===== src/rtl/instr_fetch_pkg.sv =====
// Shared ISA constants and fetch FSM state type for the instruction front end.
package instr_fetch_pkg;

    localparam int unsigned OP_W = 6;

    localparam logic [OP_W-1:0] OP_NOP     = 6'b000000;
    localparam logic [OP_W-1:0] OP_ECALL   = 6'b010111;
    localparam logic [OP_W-1:0] OP_JUMP_LO = 6'b001111;
    localparam logic [OP_W-1:0] OP_JUMP_HI = 6'b010011;

    typedef enum logic [2:0] {
        StReq   = 3'd0,
        StWait  = 3'd1,
        StHold  = 3'd2,
        StDrain = 3'd3,
        StHalt  = 3'd4
    } fetch_state_e;

endpackage


===== src/rtl/instr_fetch.sv =====
// Instruction fetch front end: one outstanding memory request, holds the fetched
// word for the decoder, follows PC redirects and halts after an ECALL.
module instr_fetch
    import instr_fetch_pkg::*;
#(
    parameter int unsigned           ADDR_W   = 32,
    parameter logic [ADDR_W-1:0]     RESET_PC = '0
) (
    input  logic              clk_i,
    input  logic              rst_i,
    output logic              mem_req_valid_o,
    input  logic              mem_req_ready_i,
    output logic [ADDR_W-1:0] mem_addr_o,
    input  logic              mem_rsp_valid_i,
    input  logic [31:0]       mem_rsp_data_i,
    output logic              instr_valid_o,
    input  logic              instr_ready_i,
    output logic [31:0]       instr_o,
    output logic [OP_W-1:0]   opcode_o,
    output logic [ADDR_W-1:0] pc_o,
    input  logic              redirect_valid_i,
    input  logic [ADDR_W-1:0] redirect_pc_i,
    input  logic              resume_i,
    output logic              halted_o
);

    localparam logic [ADDR_W-1:0] AlignMask  = ~ADDR_W'(3);
    localparam logic [ADDR_W-1:0] ResetPcAln = RESET_PC & AlignMask;

    fetch_state_e      state_q, state_d;
    logic [ADDR_W-1:0] pc_q, pc_d;
    logic [31:0]       instr_q, instr_d;
    logic [ADDR_W-1:0] target;

    assign target = redirect_pc_i & AlignMask;

    always_comb begin
        state_d = state_q;
        pc_d    = pc_q;
        instr_d = instr_q;
        case (state_q)
            StReq: begin
                // A redirect during the handshake still leaves a response in flight.
                if (redirect_valid_i) begin
                    pc_d    = target;
                    state_d = mem_req_ready_i ? StDrain : StReq;
                end else if (mem_req_ready_i) begin
                    state_d = StWait;
                end
            end
            StWait: begin
                if (redirect_valid_i) begin
                    pc_d    = target;
                    state_d = mem_rsp_valid_i ? StReq : StDrain;
                end else if (mem_rsp_valid_i) begin
                    instr_d = mem_rsp_data_i;
                    state_d = StHold;
                end
            end
            StHold: begin
                if (redirect_valid_i) begin
                    pc_d    = target;
                    state_d = StReq;
                end else if (instr_ready_i) begin
                    pc_d    = pc_q + ADDR_W'(4);
                    state_d = (instr_q[31:26] == OP_ECALL) ? StHalt : StReq;
                end
            end
            StDrain: begin
                if (redirect_valid_i) begin
                    pc_d = target;
                end
                if (mem_rsp_valid_i) begin
                    state_d = StReq;
                end
            end
            StHalt: begin
                if (resume_i) begin
                    if (redirect_valid_i) begin
                        pc_d = target;
                    end
                    state_d = StReq;
                end
            end
            default: state_d = StReq;
        endcase
    end

    always_ff @(posedge clk_i) begin
        if (rst_i) begin
            state_q <= StReq;
            pc_q    <= ResetPcAln;
            instr_q <= '0;
        end else begin
            state_q <= state_d;
            pc_q    <= pc_d;
            instr_q <= instr_d;
        end
    end

    // Request is masked during the reset cycle itself.
    assign mem_req_valid_o = (state_q == StReq) && !rst_i;
    assign mem_addr_o      = pc_q;
    assign instr_valid_o   = (state_q == StHold);
    assign instr_o         = instr_q;
    assign opcode_o        = instr_valid_o ? instr_q[31:26] : OP_NOP;
    assign pc_o            = pc_q;
    assign halted_o        = (state_q == StHalt);

endmodule


===== config.mk =====
export PLATFORM = sky130hd
export DESIGN_NAME = instr_fetch
export DESIGN_NICKNAME = d
export VERILOG_FILES = /design/src/rtl/instr_fetch_pkg.sv /design/src/rtl/instr_fetch.sv
export SDC_FILE = /design/constraint.sdc
export NUM_CORES = 1
export LEC_CHECK = 0
export CORE_ASPECT_RATIO = 0.75
export CORE_MARGIN = 5
export CORE_UTILIZATION = 40
export CTS_CLUSTER_DIAMETER = 120
export CTS_CLUSTER_SIZE = 25
export DETAILED_ROUTE_END_ITERATION = 8
export PLACE_DENSITY = 0.79
export SYNTH_ARGS = -nofsm -noshare
export SYNTH_HDL_FRONTEND = slang
export SYNTH_SLANG_ARGS = --single-unit
export TNS_END_PERCENT = 1

===== constraint.sdc =====
create_clock -name clk_i -period 2.01 [get_ports clk_i]
set_input_delay 0.402 -clock clk_i [delete_from_list [all_inputs] [get_ports clk_i]]
set_output_delay 0.402 -clock clk_i [all_outputs]
set_load 0.01 [all_outputs]

==> impl_metrics.toml, run 1 <==
[cells_and_area]
layout-drive-gt1-share = 0.149
antenna_cells = 0
num-fill-cells = 745
fin_nets = 732
multi_input_area_mm2 = 0.00198
finalInstanceArea_mm2 = 0.00593
final_cell_mix = "159 x clkdlybuf4s50_1, 92 x nand2_1, 64 x a21oi_1"
area_delta_synth_final_pct = 62.1
final_common_cell = "clkdlybuf4s50_1"
regArea_mm2 = 0.00131

[routing]
wl_met3_um = 1160
num_vias = 4353
dr.pass1.iters = 5
drt-total-wl_um = 13300
highest_layer = "met4"
vias_per_cell = 5.60
drt_iter0_drc = 445
antenna_left = 0
drc_errors = 0
drt-wirelength-per-cell_um = 17.2
met1_length_um = 5700
dr_wl_met2_um = 6290

[logic_synthesis]
async_reset_ff_frac = 0
ys_top_cells_by_area = "dfxtp_1 36%, nand2_1 9.5%, a21oi_1 8.8%, buf_4 7.0%, o21ai_0 2.7%"
synth_area_mm2 = 0.00366
synth_cells = 486
ys_warn_count = 0
synth_flop_cell = "dfxtp_1"
avgSynthCellArea_um2 = 7.52
synth_area_leader_cell = "dfxtp_1"
yosysTopAreaCellShare = 0.356
yosysUniqueCellTypes = 55
ys_ff_latch = 65
synth_edf_count = 0
ys_seq_area_frac = 0.356

[die]
ios = 176
chipHeight_um = 92.8
start_util = 0.408
rows = 30
die_x_um = 120
die_area_mm2 = 0.0112
coreArea_mm2 = 0.00897

[placement]
dp_hpwl_um = 9840
pre_cts_ws_ns = -0.322
portBuffers = 169
placed_cell_area_mm2 = 0.00561
gp_congestion = 0.963

[sta]
final-hold-violation-count = 0
rsz0062_at_grt = "yes"
max_freq_ghz = 0.503
fin_ws_ns = 0.0229
finalCritPeriodShare = 0.989
skew_ns = 0.00827
maxSlewViolCount = 0
period_needed_ns = 1.99
setup_viol = 0

[pwr]
power_switching_w = 0.00122
p_sw_frac = 0.294
power_density_mw_per_mm2 = 697
comb_power_share = 0.287
clkPwrFrac = 0.348
ir_worst_vdd_v = 0.000289
seqPwrFrac = 0.366
p_leak_nw = 2.19
p_int_w = 0.00292

[clock_tree]
cts_buffers = 9
ctsHoldBuffers = 0
cts_tree = "yes"
htreeDepth = 3
cts_sinks = 65
cts.path.max_buffers = 2
clk_latency_ns = 0.33
clk_pin_slew_worst_paths_ns = 0.05
ctsRootBufferMaster = "clkbuf_16"

[setup_path]
crit_required_ns = 2.20
crit_chain = "clkdlybuf4s50_1, buf_4, or2_1, buf_4, or3_1, o21ai_1, a211oi_2"
critPathMaxStageDelay_ns = 0.46
cp_top_family = "buffers and inverters"
slowest_stage = "clkdlybuf4s50_1"
critPathLaunchType = "input pin"
path_buf_inv = 3
crit_top_cell = "buf_4"
critical_path.max_fanout = 8
cp-end-kind = "register"
path_class = "in -> reg"
worstPathArrival_ns = 2.18

[global_routing]
grt-ovfl-total = 0
gr-usage-all-layers = 0.231
antenna_found_initial = 0
grt_pass1_vias = 4152
grt_max_degree = 39
grt_pass1_wl_um = 21100

[worst_hold_path]
hold_class = "reg -> reg"

[job]
max-cap-violations = 0

[status]
outcome = "finished clean"
[power groups by stage]
stage	Sequential, W	Clock, W	Combinational, W
after floorplan	0.00155	0	0.000510
final	0.00151	0.00144	0.00118
after global routing	0.00153	0.00151	0.00127
after detailed placement	0.00153	0	0.00117
after CTS	0.00151	0.00145	0.00118
after global placement	0.00152	0	0.00114
[cell type report]
cell class | count | area share
clock buffers | 11 | 0.0410
clock inverters | 5 | 0.00528
inverters | 4 | 0.00253
multi-input cells | 351 | 0.335
flip-flops and latches | 65 | 0.221
well taps | 112 | 0.0236
repair buffers | 229 | 0.371
[state kept, by name, summed over array words and instances, names as in the netlist]
| register | count |
|---|---|
| mem_addr_o | 30 |
| instr_o | 32 |
| state_q | 3 |
[worst paths after layout]
check / start / to / slack [ns] / cells after the start
worst max register to register: state_q[0]$_SDFFE_PP0P_ / mem_addr_o[17]$_SDFFE_PP0P_ / 0.06 / 7
worst min register to register: instr_o[8]$_SDFFE_PP0P_ / instr_o[8]$_SDFFE_PP0P_ / 0.45 / 2
worst min-delay path: instr_o[8]$_SDFFE_PP0P_ / instr_o[8]$_SDFFE_PP0P_ / 0.45 / 2
worst max-delay path: redirect_valid_i / mem_addr_o[17]$_SDFFE_PP0P_ / 0.02 / 7
[cell usage after synthesis, drive strengths merged, types with 2 or more instances]
| cell | instances |
|---|---|
| a211oi | 9 |
| a2bb2oi | 2 |
| nand3b | 2 |
| or3 | 8 |
| a41o | 2 |
| or4 | 4 |
| mux2i | 2 |
| a311oi | 7 |
| o21a | 2 |
| o22ai | 3 |
| nor3b | 3 |
| a21oi | 64 |
| nor3 | 8 |
| and4 | 4 |
| and3 | 9 |
| a21o | 2 |
| inv | 4 |
| or2 | 2 |
| o21ai | 20 |
| nand4 | 14 |
| a311o | 2 |
| nand2 | 93 |
| nor2 | 19 |
| dfxtp | 65 |
| nand3 | 14 |
| o211ai | 3 |
| nor4 | 7 |
| and2 | 9 |
| o31ai | 4 |
| a31oi | 7 |
| nor2b | 2 |
| nor4bb | 2 |
| clkbuf | 25 |
| nand2b | 6 |
| buf | 44 |
[metal layers]
layer,global-route usage,up-vias
li1,-,2068
met1,0.300,2047
met2,0.376,217
met3,0.0598,21
met4,0.0745,0
met5,0,-
[what timing repair did]
| item | 4_1_cts | 5_1_grt |
|---|---|---|
| resized for setup | 13 | 11 |
| setup endpoints to repair | 11 | 12 |
| pin swaps | 0 | 2 |
| buffers inserted | 0 | 2 |
[worst min-delay path: cells and delay by family (launching register included)]
family	cells	cell delay, ns
compound gates	1	0.05
flops	1	0.30
simple gates	1	0.05
[metrics by stage]
stage	total power [W]	cells	util	setup TNS [ns]	hold slack, ns
floorplan	0.00206	489	-	0	0.481
global placement	0.00267	759	0.626	-4.68	0.442
global route	0.00431	777	0.661	-0.0223	0.475
CTS	0.00413	775	0.656	0	0.457
detailed placement	0.00270	759	0.626	-6.57	0.449
finish	0.00413	777	0.661	0	0.451
[cell families (layout without fill, tap and decap cells)]
group | Yosys count | in the layout | synth area share
muxes | 2 | 2 | 0.00548
AOI/OAI and AO/OA | 135 | 135 | 0.227
buffers and inverters | 73 | 249 | 0.113
DFF | 65 | 65 | 0.356
and+or+nand+nor | 209 | 209 | 0.294
other | 1 | 4 | 0.00103
adders and majority gates | 1 | 1 | 0.00342
No activity file was read; power rests on OpenSTA's default activity.
==> run 2: changes to the inputs <==
CTS_CLUSTER_SIZE = default   (was 25)
==> results of run 2 <==
The final DEF is identical to that of run 1; final timing and power are the same.
==> run 3: changes to the inputs <==
SKIP_CTS_REPAIR_TIMING = 1   (was default)
==> run 3 against run 2 <==
Clock power about the same. Critical path depth unchanged. Register-to-register slack better by 0.03 ns. Via count about the same. Global-route usage down 0.10 points. Die area unchanged. Combinational power about the same. Maximum frequency up 1.3%. Power up 0.14%. Non-clock buffer count down 2. First-iteration DRC count up 6.5%. Critical path type unchanged. Critical endpoint is now mem_addr_o[31]$_SDFFE_PP0P_. Largest power group unchanged.
==> impl_metrics.toml, run 3 (synthesis results as in run 1) <==
[status]
outcome = "finished clean"

[cells_and_area]
final_cell_mix = "159 x clkdlybuf4s50_1, 92 x nand2_1, 64 x a21oi_1"
fin_nets = 730
post-route-util = 0.664
final_common_cell = "clkdlybuf4s50_1"
antenna_cells = 0
largest_register_ffs = 32
regArea_mm2 = 0.00131
stdcell_count = 775
layout-drive-gt1-share = 0.149
multi_input_area_mm2 = 0.00199
num-fill-cells = 732
area_delta_synth_final_pct = 62.9

[routing]
vias_per_cell = 5.62
drt_iter0_drc = 474
num_vias = 4352
dr.pass1.iters = 5
drc_errors = 0
drt-wirelength-per-cell_um = 17.2
antenna_left = 0
drt-total-wl_um = 13400

[clock_tree]
cts_sinks = 65
clk_pin_slew_worst_paths_ns = 0.05
ctsRootBufferMaster = "clkbuf_16"
cts_buffers = 9
cts_tree = "yes"
htreeDepth = 3
clk_latency_ns = 0.33
cts.path.max_buffers = 2

[sta]
period_needed_ns = 1.96
finalSetupTns_ns = 0
max_freq_ghz = 0.510
finalCritPeriodShare = 0.976
setup_viol = 0
maxSlewViolCount = 0
skew_ns = 0.00609
rsz0062_at_grt = "yes"
final-hold-violation-count = 0

[placement]
dp_hpwl_um = 9840
dp.cells = 759
portBuffers = 169
gp_congestion = 0.963

[setup_path]
crit_chain = "clkdlybuf4s50_1, nor4bb_2, buf_4, a311oi_2, or3_1, or3_1, a31oi_1"
critical_path.max_fanout = 2
slowest_stage = "clkdlybuf4s50_1"
cp_top_family = "simple AND/OR/NAND/NOR gates"
crit_top_cell = "or3_1"
cp-end-kind = "register"
worstPathArrival_ns = 2.21
critPathMaxStageDelay_ns = 0.48
path_buf_inv = 2
crit_required_ns = 2.26
path_class = "in -> reg"
critPathLaunchType = "input pin"

[pwr]
power_w = 0.00414
ir_worst_vdd_v = 0.000302
power_density_mw_per_mm2 = 695
p_leak_nw = 2.31

[die]
die_area_mm2 = 0.0112
chipHeight_um = 92.8
coreArea_mm2 = 0.00897
start_util = 0.408
ios = 176
rows = 30
die_x_um = 120

[global_routing]
grt_pass1_vias = 4168
grt_max_degree = 39
antenna_found_initial = 0
gr-usage-all-layers = 0.230
grt-ovfl-total = 0
grt_pass1_wl_um = 21000

[job]
max-cap-violations = 0

[worst_hold_path]
hold_class = "reg -> reg"
[run 3: cell types whose count changed in the layout (fill, tap and decap cells not counted), sizes merged]
cell / previous run / this run
dlygate4sd2: 9 / 0
dlymetal6s2s: 0 / 9
buf: 61 / 59
[run 3: worst paths after layout]
check	start	endpoint	slack [ns]	depth (start not counted)
setup / recovery	instr_ready_i	mem_addr_o[31]$_SDFFE_PP0P_	0.05	7
hold / removal	instr_o[17]$_SDFFE_PP0P_	instr_o[17]$_SDFFE_PP0P_	0.45	2
setup reg to reg	state_q[0]$_SDFFE_PP0P_	mem_addr_o[26]$_SDFFE_PP0P_	0.09	7
hold reg to reg	instr_o[17]$_SDFFE_PP0P_	instr_o[17]$_SDFFE_PP0P_	0.45	2
[run 3: routing by layer]
layer  wire (um)  share of wire  GRT usage
met4         237          0.018     0.0792
met2        6290           0.47      0.373
met1        5770           0.43      0.298
met5           0              0          0
met3        1070          0.080     0.0586
[run 3: worst register-to-register path, cell delays in order, from the launching register on]
cell and delay, ns:
dfxtp_2 0.45, buf_4 0.16, nor2_1 0.07, a311o_1 0.39
buf_12 0.17, and3_1 0.21, a311oi_1 0.24, a21oi_1 0.10
[run 3: where the power goes]
part / internal, W / switching [W]
clock network: 0.000863 / 0.000571
registers: 0.00139 / 0.000122
logic: 0.000669 / 0.000524
total: 0.00292 / 0.00122
[run 3: stage by stage]
| stage | setup slack (ns) | cell area [um^2] | hold WS (ns) |
|---|---|---|---|
| floorplan | 0.0755 | 3670 | 0.481 |
| detailed placement | -0.322 | 5610 | 0.449 |
| global route | -0.0299 | 5960 | 0.475 |
| global placement | -0.271 | 5610 | 0.442 |
| CTS | -0.177 | 5890 | 0.457 |
| finish | 0.0489 | 5960 | 0.453 |
[run 3: area by class of cell]
class	count	share of cell area
inverters	4	0.00252
multi-input cells	351	0.335
clock inverters	5	0.00525
repair buffers	227	0.373
clock buffers	11	0.0407
well taps	112	0.0235
flip-flops and latches	65	0.220
